File: src/rtl/fd2e_scan_ctrl.sv
// fd2e_scan_ctrl: scan-chain sequencer for fd2e scan flip-flop chains.
// Shifts in a pattern, optionally fires one functional capture strobe,
// and shifts the chain contents back out into unload_data.
// Optional feature macro: SCAN_CAPTURE_EN (adds CAPTURE + UNLOAD phases).
// Ports:
//   sys_clk, cd (async active-low clear)
//   start, load_data[CHAIN_LEN], so, func_cp_in  (inputs)
//   cp, te, ti, busy, done, unload_data[CHAIN_LEN] (outputs)
module fd2e_scan_ctrl #(
    parameter int CHAIN_LEN = 16,
    parameter int CP_DIV    = 4
) (
    input  logic                 sys_clk,
    input  logic                 cd,
    input  logic                 start,
    input  logic [CHAIN_LEN-1:0] load_data,
    input  logic                 so,
    input  logic                 func_cp_in,
    output logic                 cp,
    output logic                 te,
    output logic                 ti,
    output logic                 busy,
    output logic                 done,
    output logic [CHAIN_LEN-1:0] unload_data
);

    localparam int TW = (CP_DIV > 1) ? $clog2(CP_DIV) : 1;
    localparam int CW = (CHAIN_LEN > 1) ? $clog2(CHAIN_LEN) : 1;

    localparam logic [1:0] IDLE    = 2'd0;
    localparam logic [1:0] SHIFT   = 2'd1;
`ifdef SCAN_CAPTURE_EN
    localparam logic [1:0] CAPTURE = 2'd2;
    localparam logic [1:0] UNLOAD  = 2'd3;
`endif

    localparam logic [TW-1:0] TIMER_LAST = TW'(CP_DIV - 1);
    localparam logic [CW-1:0] CNT_LAST   = CW'(CHAIN_LEN - 1);

    logic [1:0]           state;
    logic [TW-1:0]        timer;
    logic [CW-1:0]        cnt;
    logic [CHAIN_LEN-1:0] sreg;
    logic                 strobe;
    logic                 last;
    logic                 sample;

    // All scan outputs decode directly from registered state, so they are
    // settled for the whole strobe period and change only at strobe edges.
    assign strobe = (state != IDLE) && (timer == TIMER_LAST);
    assign last   = (cnt == CNT_LAST);
    assign busy   = (state != IDLE);
    assign cp     = busy ? strobe : func_cp_in;
    assign ti     = (state == SHIFT) && sreg[CHAIN_LEN-1];

`ifdef SCAN_CAPTURE_EN
    assign te     = (state == SHIFT) || (state == UNLOAD);
    assign sample = (state == UNLOAD);
`else
    // Without capture the old chain contents fall out of so while the new
    // pattern is shifted in.
    assign te     = (state == SHIFT);
    assign sample = (state == SHIFT);
`endif

    always_ff @(posedge sys_clk or negedge cd) begin
        if (!cd) begin
            state       <= IDLE;
            timer       <= '0;
            cnt         <= '0;
            sreg        <= '0;
            done        <= 1'b0;
            unload_data <= '0;
        end else begin
            done <= 1'b0;
            if (state == IDLE) begin
                if (start) begin
                    sreg  <= load_data;
                    timer <= '0;
                    cnt   <= '0;
                    state <= SHIFT;
                end
            end else begin
                timer <= strobe ? '0 : timer + TW'(1);
                if (strobe) begin
                    // so still shows the pre-shift value on this edge
                    if (sample)
                        unload_data[CHAIN_LEN-1-int'(cnt)] <= so;
                    cnt <= last ? '0 : cnt + CW'(1);
                    case (state)
                        SHIFT: begin
                            sreg <= sreg << 1;
                            if (last) begin
`ifdef SCAN_CAPTURE_EN
                                state <= CAPTURE;
`else
                                state <= IDLE;
                                done  <= 1'b1;
`endif
                            end
                        end
`ifdef SCAN_CAPTURE_EN
                        CAPTURE: begin
                            cnt   <= '0;
                            state <= UNLOAD;
                        end
                        UNLOAD: begin
                            if (last) begin
                                state <= IDLE;
                                done  <= 1'b1;
                            end
                        end
`endif
                        default: begin
                            state <= IDLE;
                        end
                    endcase
                end
            end
        end
    end

endmodule

File: config.mk
export PLATFORM = sky130hd
export DESIGN_NAME = fd2e_scan_ctrl
export DESIGN_NICKNAME = d
export VERILOG_FILES = /design/src/rtl/fd2e_scan_ctrl.sv
export SDC_FILE = /design/constraint.sdc
export NUM_CORES = 1
export LEC_CHECK = 0
export ABC_AREA = 1
export CAP_MARGIN = 20
export CORE_ASPECT_RATIO = 0.75
export CORE_UTILIZATION = 46
export DETAILED_ROUTE_END_ITERATION = 7
export HOLD_SLACK_MARGIN = 0.1
export PLACE_DENSITY = 0.74
export SYNTH_ARGS = -nofsm -noshare
export SYNTH_HDL_FRONTEND = slang
export SYNTH_SLANG_ARGS = --single-unit
File: constraint.sdc
create_clock -name sys_clk -period 1.7 [get_ports sys_clk]
set_clock_uncertainty 0.2 [all_clocks]
set_input_delay 0.425 -clock sys_clk [delete_from_list [all_inputs] [get_ports sys_clk]]
set_output_delay 0.425 -clock sys_clk [all_outputs]
set_load 0.01 [all_outputs]
# Yosys cells after proc, flatten, opt, wreduce, memory -nomap -nowiden
# Cells that the tools add are included.
# word_totals
elab_cells	52
register_bits	41
in_bits	21
# classes
n_eq_ne	5
n_addsub	3
bitwise_logic	1
magnitude_cmp	2
reduce_logical	11
n_mux	24
# ops
operator	count
$mux W16	4
$bwmux W16	1
$mux W2	8
$mux W4	4
$reduce_and A3 Y1	3
$lt A5 B6 Y1 const B	1
$mux W1	6
$reduce_bool A2 Y1	3
$ge A5 B1 Y1 const B	1
$sub A4 B4 Y5 const A	1
$add A4 B1 Y4 const B	1
$demux W1 S4	1
$eq A4 B4 Y1 const B	1
$logic_and A1 B1 Y1	3
$ne A3 B1 Y1 const B	1
$add A2 B1 Y2 const B	1
$eq A2 B1 Y1 const B	1
$eq A2 B2 Y1 const B	1
$logic_not A2 Y1	1
$ne A2 B2 Y1 const B	1
$reduce_and A2 Y1	1
$not A1 Y1	1

# Logic depth before layout (Yosys ltp)
# depth
ltp_word	6
mapped_depth	8

# Worst setup path after synthesis
# No wires, ideal clock.
# synth_timing
path_kind	reg2out
start	reg state[0]
end	out ti
setup_slack_ns	0.158
required_time_ns	1.075
arrival_ns	0.917
stages_incl_launch_ff	5
cell_sequence	dfrtp_1 -> buf_6 -> buf_2 -> nand2_1 -> inv_1
# synth_between
elab_chain_cells	2
# synth_lines
element	line	source
start: declaration	40	logic [1:0] state;
start signal: assignment	68	state <= IDLE;
start signal: assignment	81	state <= SHIFT;
start signal: assignment	97	state <= IDLE;
$eq A2 B1 Y1	54	assign ti = (state == SHIFT) && sreg[CHAIN_LEN-1];
$logic_and A1 B1 Y1	54	
end: declaration	21	output logic ti,
# Every way passes these cells.

# Worst setup path after layout
# layout_timing
start	in func_cp_in
end	out cp
# layout_between
elab_chain_cells	1
# layout_lines
element	line	source
start: declaration	18	input logic func_cp_in,
$mux W1	53	assign cp = busy ? strobe : func_cp_in;
end: declaration	19	output logic cp,
# Every way passes these cells.

==> results_dict.tcl <==
set metrics [dict create \
    yosysMostFrequentCell "nand2_1" \
    period_share_pct 101 \
    avgSynthCellArea_um2 8.92 \
    slew_headroom_pct 70.7 \
    drv_slew 0 \
    gp_congestion 0.755 \
    synth_edf_count 0 \
    pwr-share-seq_pct 40.6 \
    pwr-share-comb_pct 42.2 \
    power_mw 3.69 \
    core-area_um2 3830 \
    tns_ns -0.0213 \
    synthTopCellsByArea "dfrtp_1 (52%), nand2_1 (12%), o21ai_1 (8.6%)" \
    drive_above_1_share_pct 18.2 \
    syn2layout_area_growth_pct 33.2 \
    leakagePower_nw 1.27 \
    syn-num-nets 241 \
    grt_use_total_pct 18.6 \
    fin_crit_ns 1.72 \
    vias 1505 \
    reg2reg_slack_ns 0.12 \
    p_sw_share_pct 36.6 \
    cts_buffers 5 \
    path_clk_slew_ns 0.07 \
    finalNetCount 294 \
    worstSetupStartpoint "func_cp_in" \
    die_area_um2 4430 \
    detail_route.iter0.violations 90 \
    wirelength_um 3550 \
    ys_async_sr_fraction_pct 100 \
    netlist_area_um2 1920 \
    r2r_start "timer[0]$_DFFE_PN0P_" \
    critPathMaxFanout 1 \
    setup_ws_ns -0.0213 \
    rsz0062_at_grt "true" \
    setup_viol 1 \
    cp.arrival_ns 1.10 \
    root_buffer "clkbuf_8" \
    dp_hpwl_um 2590 \
    synthDominantCellAreaShare_pct 52.2 \
    ys_warn_count 0 \
    ys_types 19 \
    worstMarginPinSlew_ns 0.440 \
    rows 19 \
    cp-start-kind "input pin" \
    synthCells 215 \
    status "complete, but fails checks" \
    cap_violations 0 \
    synth_top_area_cell "dfrtp_1" \
    tritoncts "yes" \
    grt_pass1_vias 1409 \
    cp.required_ns 1.07 \
    drcViolationCount 0 \
    die_h_um 57.9 \
    antenna_found_initial 0 \
    grt_start_max_net_pins 41 \
    fmax_mhz 581 \
    intPower_mw 2.34 \
    hold_violations 0 \
    yosysSeqAreaShare_pct 52.2 \
    worst-setup-path-type "in2out" \
    synth_flop_cell "dfrtp_1" \
    hp-start "unload_data[2]$_DFFE_PN0P_" \
    power.density_nw_per_um2 1450 \
    ir_drop_mv 0.872 \
    max-clock-path-buffers 2 \
    grt_pass1_wl_um 6330 \
    fillers 321 \
    hp-class "reg2reg" \
    ys_ff_latch 40 \
    ys_top_cells_by_count "nand2_1 (60), dfrtp_1 (40), o21ai_1 (33), inv_1 (26), o211ai_2 (10)" \
    wire_per_inst_um 11.1 \
    placedCellCount 310 \
    antenna_cells 0 \
    clock_sinks 40 \
    endpoint_kind "output pin" \
    fin_cells 321 \
    dr.pass1.iters 4 \
    initial_core_util_pct 50.1 \
    io_buffers 41 \
    ant_nets 0 \
    clk_latency_ns 0.29 \
    htree_levels 2 \
    pwr-share-clk_pct 17.2 \
    die_w_um 76.6 \
    via_per_inst 4.69 \
    violations "setup timing" \
    io_pins 42 \
    final_util_pct 66.8 \
    grt_overflow 0 \
    dp_slack_ns -0.426 \
    power.switching_mw 1.35 \
]
==> registers in the layout, summed over array words and instances (netlist names) <==
register     cells
sreg            16
unload_data     16
cnt              4
timer            2
done             1
state            1
==> power groups by stage <==
stage                     sequential, mW  combinational (mW)  clock, mW
after floorplan                     1.58               0.875          0
after global placement              1.51                1.65          0
after detailed placement            1.52                1.68          0
after CTS                           1.50                1.55      0.651
after global routing                1.55                1.77      0.698
final                               1.50                1.56      0.636
==> through the flow <==
stage               cell area (µm²)  hold slack, ns
detailed placement             2440           0.213
CTS                            2530           0.291
global placement               2440           0.213
floorplan                      1920         -0.0706
finish                         2550           0.287
global route                   2550           0.312
==> per-layer routing <==
metal	global-route usage, %	routed length [µm]	vias to the layer above
met5	0	0	-
met1	27.1	1910	676
li1	-	-	795
met4	8.24	52	0
met3	3.94	130	5
met2	26.8	1460	29
==> logic make-up after synthesis <==
group,synth area share (%)
adder cells (fa/ha/maj),3.26
AO/OA/AOI/OAI,18.0
AND/OR/NAND/NOR,17.7
buffers and inverters,8.87
flip-flops,52.2
==> timing repair <==
action / 4_1_cts / 5_1_grt
resized for setup: 37 / 6
endpoints found under the hold margin: 40 / 0
pin swaps: 1 / 0
buffers inserted: 2 / 0
gates cloned: 0 / 0
hold buffers: 1 / 0
endpoints found under the setup margin: 21 / 5
==> final timing paths <==
kind                                               to  depth (start not counted)
max reg2reg                       sreg[1]$_DFFE_PN0P_                          7
max                                                cp                          4
min reg2reg                unload_data[2]$_DFFE_PN0P_                          2
min                        unload_data[2]$_DFFE_PN0P_                          2
min in group asynchronous         sreg[7]$_DFFE_PN0P_                          3
max in group asynchronous        state[0]$_DFFE_PN0P_                          3
==> final cells by class <==
| cell class | instances | area (µm²) | area share, % |
|---|---|---|---|
| Sequential cell | 40 | 1000 | 39.2 |
| Multi-Input combinational cell | 138 | 757 | 29.6 |
| Timing Repair Buffer | 55 | 536 | 21.0 |
| Inverter | 28 | 105 | 4.11 |
| Clock buffer | 8 | 90.1 | 3.53 |
| Tap cell | 52 | 65.1 | 2.55 |
==> cell usage in the layout, fill, tap and decap left out <==
cell             count
ha_1                 4
inv_2                2
nand2_1             58
o211ai_2            10
clkbuf_8             6
nor2_1               8
dfrtp_2              1
o21ai_0              4
nand2_2              4
ha_2                 1
buf_6                5
nand3_1              4
nor2_2               5
dlygate4sd3_1        1
o21ai_1             33
nand2_4              2
dfrtp_1             39
a21oi_1              1
buf_12               3
clkdlybuf4s50_1     19
o211ai_1             4
buf_2                2
dlygate4sd2_1       17
clkbuf_1             2
inv_1               26
buf_4                8
==> worst max-delay path: stages <==
cell and delay (ns):
clkdlybuf4s50_1 0.46, nand2_1 0.06, nand2_2 0.06, buf_6 0.09
Note: power is estimated with default switching activity, not from simulation.
